`config.mk`:
```
export PLATFORM = sky130hd
export DESIGN_NAME = rob_commit_flat
export DESIGN_NICKNAME = d
export VERILOG_FILES = /design/src/rtl/rob_pkg.sv /design/src/rtl/rob_commit_if.sv /design/src/rtl/rob_commit_decode.sv /design/src/rtl/rob_commit.sv /design/src/flat_wrapper.sv
export SDC_FILE = /design/constraint.sdc
export NUM_CORES = 1
export LEC_CHECK = 0
export BUFFER_PORTS_ARGS = -buffer_cell sky130_fd_sc_hd__clkbuf_2
export CORE_ASPECT_RATIO = 1.4
export CORE_UTILIZATION = 44
export DETAILED_ROUTE_END_ITERATION = 8
export PLACE_DENSITY_LB_ADDON = 0.25
export SYNTH_ARGS = -nofsm -noshare
export SYNTH_HDL_FRONTEND = slang
export SYNTH_SLANG_ARGS = --single-unit
export TNS_END_PERCENT = 1
```
`constraint.sdc`:
```
create_clock -name clk -period 2.6 [get_ports clk]
set_input_delay 0.52 -clock clk [delete_from_list [all_inputs] [get_ports clk]]
set_output_delay 0.52 -clock clk [all_outputs]
set_load 0.01 [all_outputs]
```
`src/rtl/rob_pkg.sv`:
```
// Shared definitions for the ROB commit stage: opcodes, retire classes, FSM states
// and default widths. Also used by dispatch through commit_decode.
package rob_pkg;

  localparam int DEF_DATA_W = 16;
  localparam int DEF_TAG_W  = 3;

  localparam logic [3:0] OP_BR  = 4'b0000;
  localparam logic [3:0] OP_ADD = 4'b0001;
  localparam logic [3:0] OP_LDB = 4'b0010;
  localparam logic [3:0] OP_STB = 4'b0011;
  localparam logic [3:0] OP_JSR = 4'b0100;
  localparam logic [3:0] OP_AND = 4'b0101;
  localparam logic [3:0] OP_LDW = 4'b0110;
  localparam logic [3:0] OP_STW = 4'b0111;
  localparam logic [3:0] OP_NOT = 4'b1001;
  localparam logic [3:0] OP_JMP = 4'b1100;
  localparam logic [3:0] OP_SHF = 4'b1101;
  localparam logic [3:0] OP_LEA = 4'b1110;

  typedef enum logic [1:0] {
    CLS_WRITE,
    CLS_STORE,
    CLS_CTRL,
    CLS_NONE
  } commit_class_t;

  typedef enum logic [1:0] {
    S_RUN,
    S_STORE,
    S_FLUSH
  } commit_state_t;

endpackage

```
`src/rtl/rob_commit_if.sv`:
```
// Data-memory store handshake between the commit stage (master) and memory (slave).
interface rob_commit_if
  import rob_pkg::*;
#(
  parameter int DATA_W = DEF_DATA_W
) ();

  logic              mem_write;
  logic              mem_byte;
  logic [DATA_W-1:0] mem_addr;
  logic [DATA_W-1:0] mem_wdata;
  logic              mem_resp;

  modport master (
    output mem_write, mem_byte, mem_addr, mem_wdata,
    input  mem_resp
  );

  modport slave (
    input  mem_write, mem_byte, mem_addr, mem_wdata,
    output mem_resp
  );

endinterface

```
`src/rtl/rob_commit_decode.sv`:
```
// Combinational opcode classifier: retire class plus byte-store flag.
module commit_decode
  import rob_pkg::*;
(
  input  logic [3:0]    opcode,
  output commit_class_t cls,
  output logic          is_byte
);

  always_comb begin
    cls = CLS_NONE;
    case (opcode)
      OP_ADD, OP_AND, OP_NOT, OP_LDB,
      OP_LDW, OP_LEA, OP_SHF, OP_JSR: cls = CLS_WRITE;
      OP_STB, OP_STW:                 cls = CLS_STORE;
      OP_BR, OP_JMP:                  cls = CLS_CTRL;
      default:                        cls = CLS_NONE;
    endcase
  end

  assign is_byte = (opcode == OP_STB);

endmodule

```
`src/rtl/rob_commit.sv`:
```
// In-order retire stage behind the reorder buffer. Optional performance counters
// are compiled in when ROB_COMMIT_PERF_EN is defined.
module rob_commit
  import rob_pkg::*;
#(
  parameter int DATA_W = DEF_DATA_W,
  parameter int TAG_W  = DEF_TAG_W
) (
  input  logic              clk,
  input  logic              reset,
  input  logic              empty,
  input  logic              busy_out,
  input  logic [DATA_W-1:0] inst_out,
  input  logic [DATA_W-1:0] value_out,
  input  logic [TAG_W-1:0]  tag_out,
  input  logic              valid_out,
  input  logic              predict_out,
  input  logic [DATA_W-1:0] st_addr,
`ifdef ROB_COMMIT_PERF_EN
  output logic [15:0]       retired_count,
  output logic [15:0]       mispredict_count,
`endif
  rob_commit_if.master      mem,
  output logic              RE,
  output logic              flush,
  output logic              rf_we,
  output logic [TAG_W-1:0]  rf_dest,
  output logic [DATA_W-1:0] rf_data,
  output logic              pc_load,
  output logic [DATA_W-1:0] pc_target
);

  commit_state_t     state_reg, state_next;
  commit_class_t     head_cls;
  logic              head_byte;
  logic              head_ready;
  logic              load_store, load_target;
  logic [DATA_W-1:0] mem_addr_reg, mem_wdata_reg, pc_target_reg;
  logic              mem_byte_reg;

  // Only the opcode field matters for retirement.
  logic unused_inst_bits;
  assign unused_inst_bits = ^inst_out[DATA_W-5:0];

  commit_decode u_decode (
    .opcode  (inst_out[DATA_W-1 -: 4]),
    .cls     (head_cls),
    .is_byte (head_byte)
  );

  assign head_ready = !empty && !busy_out;

  always_comb begin
    state_next  = state_reg;
    RE          = 1'b0;
    rf_we       = 1'b0;
    rf_dest     = tag_out;
    rf_data     = value_out;
    flush       = 1'b0;
    pc_load     = 1'b0;
    load_store  = 1'b0;
    load_target = 1'b0;
    case (state_reg)
      S_RUN: begin
        if (head_ready) begin
          case (head_cls)
            CLS_WRITE: begin
              RE    = 1'b1;
              rf_we = 1'b1;
            end
            CLS_CTRL: begin
              RE = 1'b1;
              if (valid_out != predict_out) begin
                load_target = 1'b1;
                state_next  = S_FLUSH;
              end
            end
            CLS_STORE: begin
              load_store = 1'b1;
              state_next = S_STORE;
            end
            default: RE = 1'b1;
          endcase
        end
      end
      // Head inputs are frozen from our point of view until memory acknowledges.
      S_STORE: begin
        if (mem.mem_resp) begin
          RE         = 1'b1;
          state_next = S_RUN;
        end
      end
      S_FLUSH: begin
        flush      = 1'b1;
        pc_load    = 1'b1;
        state_next = S_RUN;
      end
      default: state_next = S_RUN;
    endcase
  end

  always_ff @(posedge clk or posedge reset) begin
    if (reset) begin
      state_reg     <= S_RUN;
      mem_addr_reg  <= '0;
      mem_wdata_reg <= '0;
      mem_byte_reg  <= 1'b0;
      pc_target_reg <= '0;
    end else begin
      state_reg <= state_next;
      if (load_store) begin
        mem_addr_reg  <= st_addr;
        mem_wdata_reg <= value_out;
        mem_byte_reg  <= head_byte;
      end
      if (load_target) begin
        pc_target_reg <= value_out;
      end
    end
  end

  // Request is a pure function of state so reset withdraws it immediately.
  assign mem.mem_write = (state_reg == S_STORE);
  assign mem.mem_addr  = mem_addr_reg;
  assign mem.mem_wdata = mem_wdata_reg;
  assign mem.mem_byte  = mem_byte_reg;
  assign pc_target     = pc_target_reg;

`ifdef ROB_COMMIT_PERF_EN
  logic [15:0] retired_count_reg, mispredict_count_reg;

  always_ff @(posedge clk or posedge reset) begin
    if (reset) begin
      retired_count_reg    <= '0;
      mispredict_count_reg <= '0;
    end else begin
      if (RE) begin
        retired_count_reg <= retired_count_reg + 16'd1;
      end
      if (load_target) begin
        mispredict_count_reg <= mispredict_count_reg + 16'd1;
      end
    end
  end

  assign retired_count    = retired_count_reg;
  assign mispredict_count = mispredict_count_reg;
`endif

endmodule

```
`src/flat_wrapper.sv`:
```
// flat-port wrapper written by rule: the top's interface ports become plain ports
module rob_commit_flat import rob_pkg::*;
#(
  parameter int DATA_W = DEF_DATA_W,
  parameter int TAG_W  = DEF_TAG_W
)
  (clk, reset, empty, busy_out, inst_out, value_out, tag_out, valid_out, predict_out, st_addr, RE, flush, rf_we, rf_dest, rf_data, pc_load, pc_target, mem_mem_write, mem_mem_byte, mem_mem_addr, mem_mem_wdata, mem_mem_resp);
  rob_commit_if #(.DATA_W(DATA_W)) mem_i ();
  input  logic clk;
  input  logic reset;
  input  logic empty;
  input  logic busy_out;
  input  logic [DATA_W-1:0] inst_out;
  input  logic [DATA_W-1:0] value_out;
  input  logic [TAG_W-1:0] tag_out;
  input  logic valid_out;
  input  logic predict_out;
  input  logic [DATA_W-1:0] st_addr;
  output logic RE;
  output logic flush;
  output logic rf_we;
  output logic [TAG_W-1:0] rf_dest;
  output logic [DATA_W-1:0] rf_data;
  output logic pc_load;
  output logic [DATA_W-1:0] pc_target;
  output wire logic [$bits(mem_i.mem_write)-1:0] mem_mem_write;
  output wire logic [$bits(mem_i.mem_byte)-1:0] mem_mem_byte;
  output wire logic [$bits(mem_i.mem_addr)-1:0] mem_mem_addr;
  output wire logic [$bits(mem_i.mem_wdata)-1:0] mem_mem_wdata;
  input wire logic [$bits(mem_i.mem_resp)-1:0] mem_mem_resp;
  assign mem_mem_write = mem_i.mem_write;
  assign mem_mem_byte = mem_i.mem_byte;
  assign mem_mem_addr = mem_i.mem_addr;
  assign mem_mem_wdata = mem_i.mem_wdata;
  assign mem_i.mem_resp = mem_mem_resp;
  rob_commit #(.DATA_W(DATA_W), .TAG_W(TAG_W)) u_core (.clk(clk), .reset(reset), .empty(empty), .busy_out(busy_out), .inst_out(inst_out), .value_out(value_out), .tag_out(tag_out), .valid_out(valid_out), .predict_out(predict_out), .st_addr(st_addr), .mem(mem_i), .RE(RE), .flush(flush), .rf_we(rf_we), .rf_dest(rf_dest), .rf_data(rf_data), .pc_load(pc_load), .pc_target(pc_target));
endmodule
```
==> impl_results.md <==
- Core Area: 4920 sq um
- Multi-input gate area in the final layout: 797 sq um
- Sequential power share: 49.8%
- Max Cap Viol: 0
- Top Ports: 131
- Initial antenna violation count: 0
- Worst-path cell chain: or4_4, or3_1, nor2_1, clkbuf_2
- Asr flop ratio synth: 100%
- Worst Reg-to-Reg Cells: 4
- R2r setup slk: 0.52 ns
- Layout fillers: about 420
- Storage cell area: 1280 sq um
- Synth top area cells: dfrtp_1, mux2_2, buf_4
- Layout area overhead: 26.6%
- Syn_nets: about 220
- Comb power frac: a little under a third
- Post-Layout Inst Area: 2880 sq um
- # rows: 30
- Root Buffer: clkbuf_8
- Clock skew: 0.00591 ns
- Post-Syn Area per Cell: 14.3 sq um
- YS warnings: 0
- First-pass GRT wire length: roughly 7000 um
- Worst Setup EP: rf_we
- Die W: around 63 um
- CP arrival: 1.91 ns
- Critical path class: flip-flop to output port
- Final Slew Violations: 0
- Yosys top cell area share: between 50 and 60%
- Switch Pwr: 706 uW
- Post-synth EDFFs: 0
- ANT cells: 0
- Slowest stage cell, crit path: or4_4
- Slowest stage delay, CP: about 0.57 ns
- Cts bufs inserted: 5
- Post-DRT Antenna Nets: 0
- Clock Latency Late Sink: 0.30 ns
- Worst Setup SP: u_core.state_reg[1]
- Worst slew pin tran: between 0.4 and 0.5 ns
- Tcrit/Tclk final: 93.4%
- Synthesized instance count: 159
- Sequential fraction of the synthesis area: between 50% and 60%
- Share of layout cells above drive strength 1: ~70%
- Synth top cells by count: dfrtp_1, mux2_2, buf_4
- CP Max Fanout: 4
- Leakage: about 1.5 nW
- Sw frac: roughly 31%
- Synthesized flop and latch total: 51
- Primary FF master, synth: dfrtp_1
- Sink Count: approximately 50
- # H-tree levels: 2
- Worst path required time: 2.08 ns
- Initial Util: 46.3%
- Top-count cell post-synth: dfrtp_1
- Synth Cell Area: between 2000 and 2500 sq um
- TNS Setup: 0 ns
- Hpwl dp: 3180 um
- Starting DRT DRC Count: 39
- Gpl congestion: between 0.6 and 0.7
- Worst VDD drop: 0.443 mV
- Tmin final: approximately 2.4 ns
- # DRC: 0
- Post-DP Area: between 2000 and 3000 sq um
- Clock power share: 18.5%
- Vias in the first global route: around 1500
- Post-CTS sizing: 0
- Fin worst setup slack: 0.173 ns
- PD cells: ~800 nW/um^2
- Largest area contributor in the netlist: dfrtp_1
- Largest net degree at the start of global routing: 52
- Tightest Hold Check Type: input pin to async pin
- CP Launch Type: flip-flop
- # hold bufs at CTS: 0
- Clock buffer depth: 2
- Minimum hold slack: 0.233 ns
- Die Y: 87.1 um
- Via count: 1560
- Total grt overflow: 0
- Pre-CTS setup slack: slightly above 0.3 ns
- Outcome: completed
- RSZ-0062 raised after global routing: no
- Yosys cell types: 27
- Vias per std cell: 4.80
- Crit. End Element: output port
- Number of buffers added on ports: 112
- FF-to-FF End: u_core.mem.mem_wdata[15]
- Clock transition at path regs: about 0.08 ns
- Nets: 322
- CTS tree: yes
- Final hold violations: 0
- Post-CTS Setup Bufs: 0
- Worst R2R Start: u_core.state_reg[1]
- Drt first pass iters: 4
- Max-slew headroom: between 70% and 80%
- GRT Util Overall: 16.2%
- Routed wire per std cell: 12.8 um
- Drt total wl: 4150 um
- Final setup violation count: 0
- Die area: approximately 5500 sq um
- Fmax: 0.412 GHz
- Internal: 1.60 mW
==> worst min path at each step <==
stage,end,slack (ns)
2_1_floorplan,u_core.mem.mem_addr[1],0.53
3_3_place_gp,u_core.mem.mem_addr[1],0.48
3_5_place_dp,u_core.mem.mem_addr[1],0.47
4_1_cts,u_core.mem.mem_addr[0],0.24
5_1_grt,u_core.pc_target[6],0.25
6_report,u_core.mem.mem_addr[4],0.23
==> final cells by class <==
type | instances | area share (%)
Clock buffer | 5 | 2.39
Timing Repair Buffer | 118 | 21.9
Clock inverter | 3 | 0.521
Sequential cell | 51 | 44.3
Inverter | 4 | 0.521
Multi-Input combinational cell | 80 | 27.6
Tap cell | 64 | 2.78
==> worst max-delay path, delay by kind of cell, from the launching register on <==
kind / cells / cell delay [ns]
and+or+nand+nor: 3 / 1.08
DFF: 1 / 0.41
buffers and inverters: 1 / 0.13
==> kinds of logic after synthesis <==
kind of cell / Yosys count / share of synthesized area, %
muxes: 49 / 24.2
and+or+nand+nor: 19 / 5.44
AOI/OAI and AO/OA: 7 / 2.75
DFF: 51 / 56.0
xor gates and xnor gates: 1 / 0.385
buffers and inverters: 28 / 8.96
adders and majority gates: 4 / 2.20
==> cell usage in the layout (no fill, tap or decap), types with 2 or more instances in the layout <==
master / instances
clkinv_2: 3
dfrtp_1: 51
nor2_1: 3
ha_1: 4
clkbuf_2: 112
nand2_1: 3
nor2b_1: 2
buf_12: 2
nand2b_1: 4
buf_4: 4
inv_1: 3
mux2_1: 2
clkbuf_8: 5
mux2_2: 47
==> stage by stage <==
step / total power [mW] / util, % / instances
2_1_floorplan: 1.57 / - / 159
3_3_place_gp: 1.89 / 56.9 / 317
3_5_place_dp: 1.91 / 56.9 / 317
4_1_cts: 2.35 / 58.6 / 325
5_1_grt: 2.46 / 58.6 / 325
6_report: 2.31 / 58.6 / 325
==> power by group through the flow <==
stage	Clock, mW	Combinational, mW	Sequential [mW]
after floorplan	0	0.295	1.28
after global placement	0	0.734	1.16
after detailed placement	0	0.746	1.17
after CTS	0.449	0.746	1.15
after global routing	0.477	0.795	1.18
final	0.428	0.731	1.15
==> per-layer routing <==
metal,up-vias,wire length (um),GRT usage (%),part of all wire [%]
li1,738,-,-,-
met1,747,1670,18.4,40
met2,67,2200,29.4,53
met3,8,206,3.14,5.0
met4,0,76,7.19,1.8
met5,-,0,0,0
No activity file was read; power rests on OpenSTA's default activity.
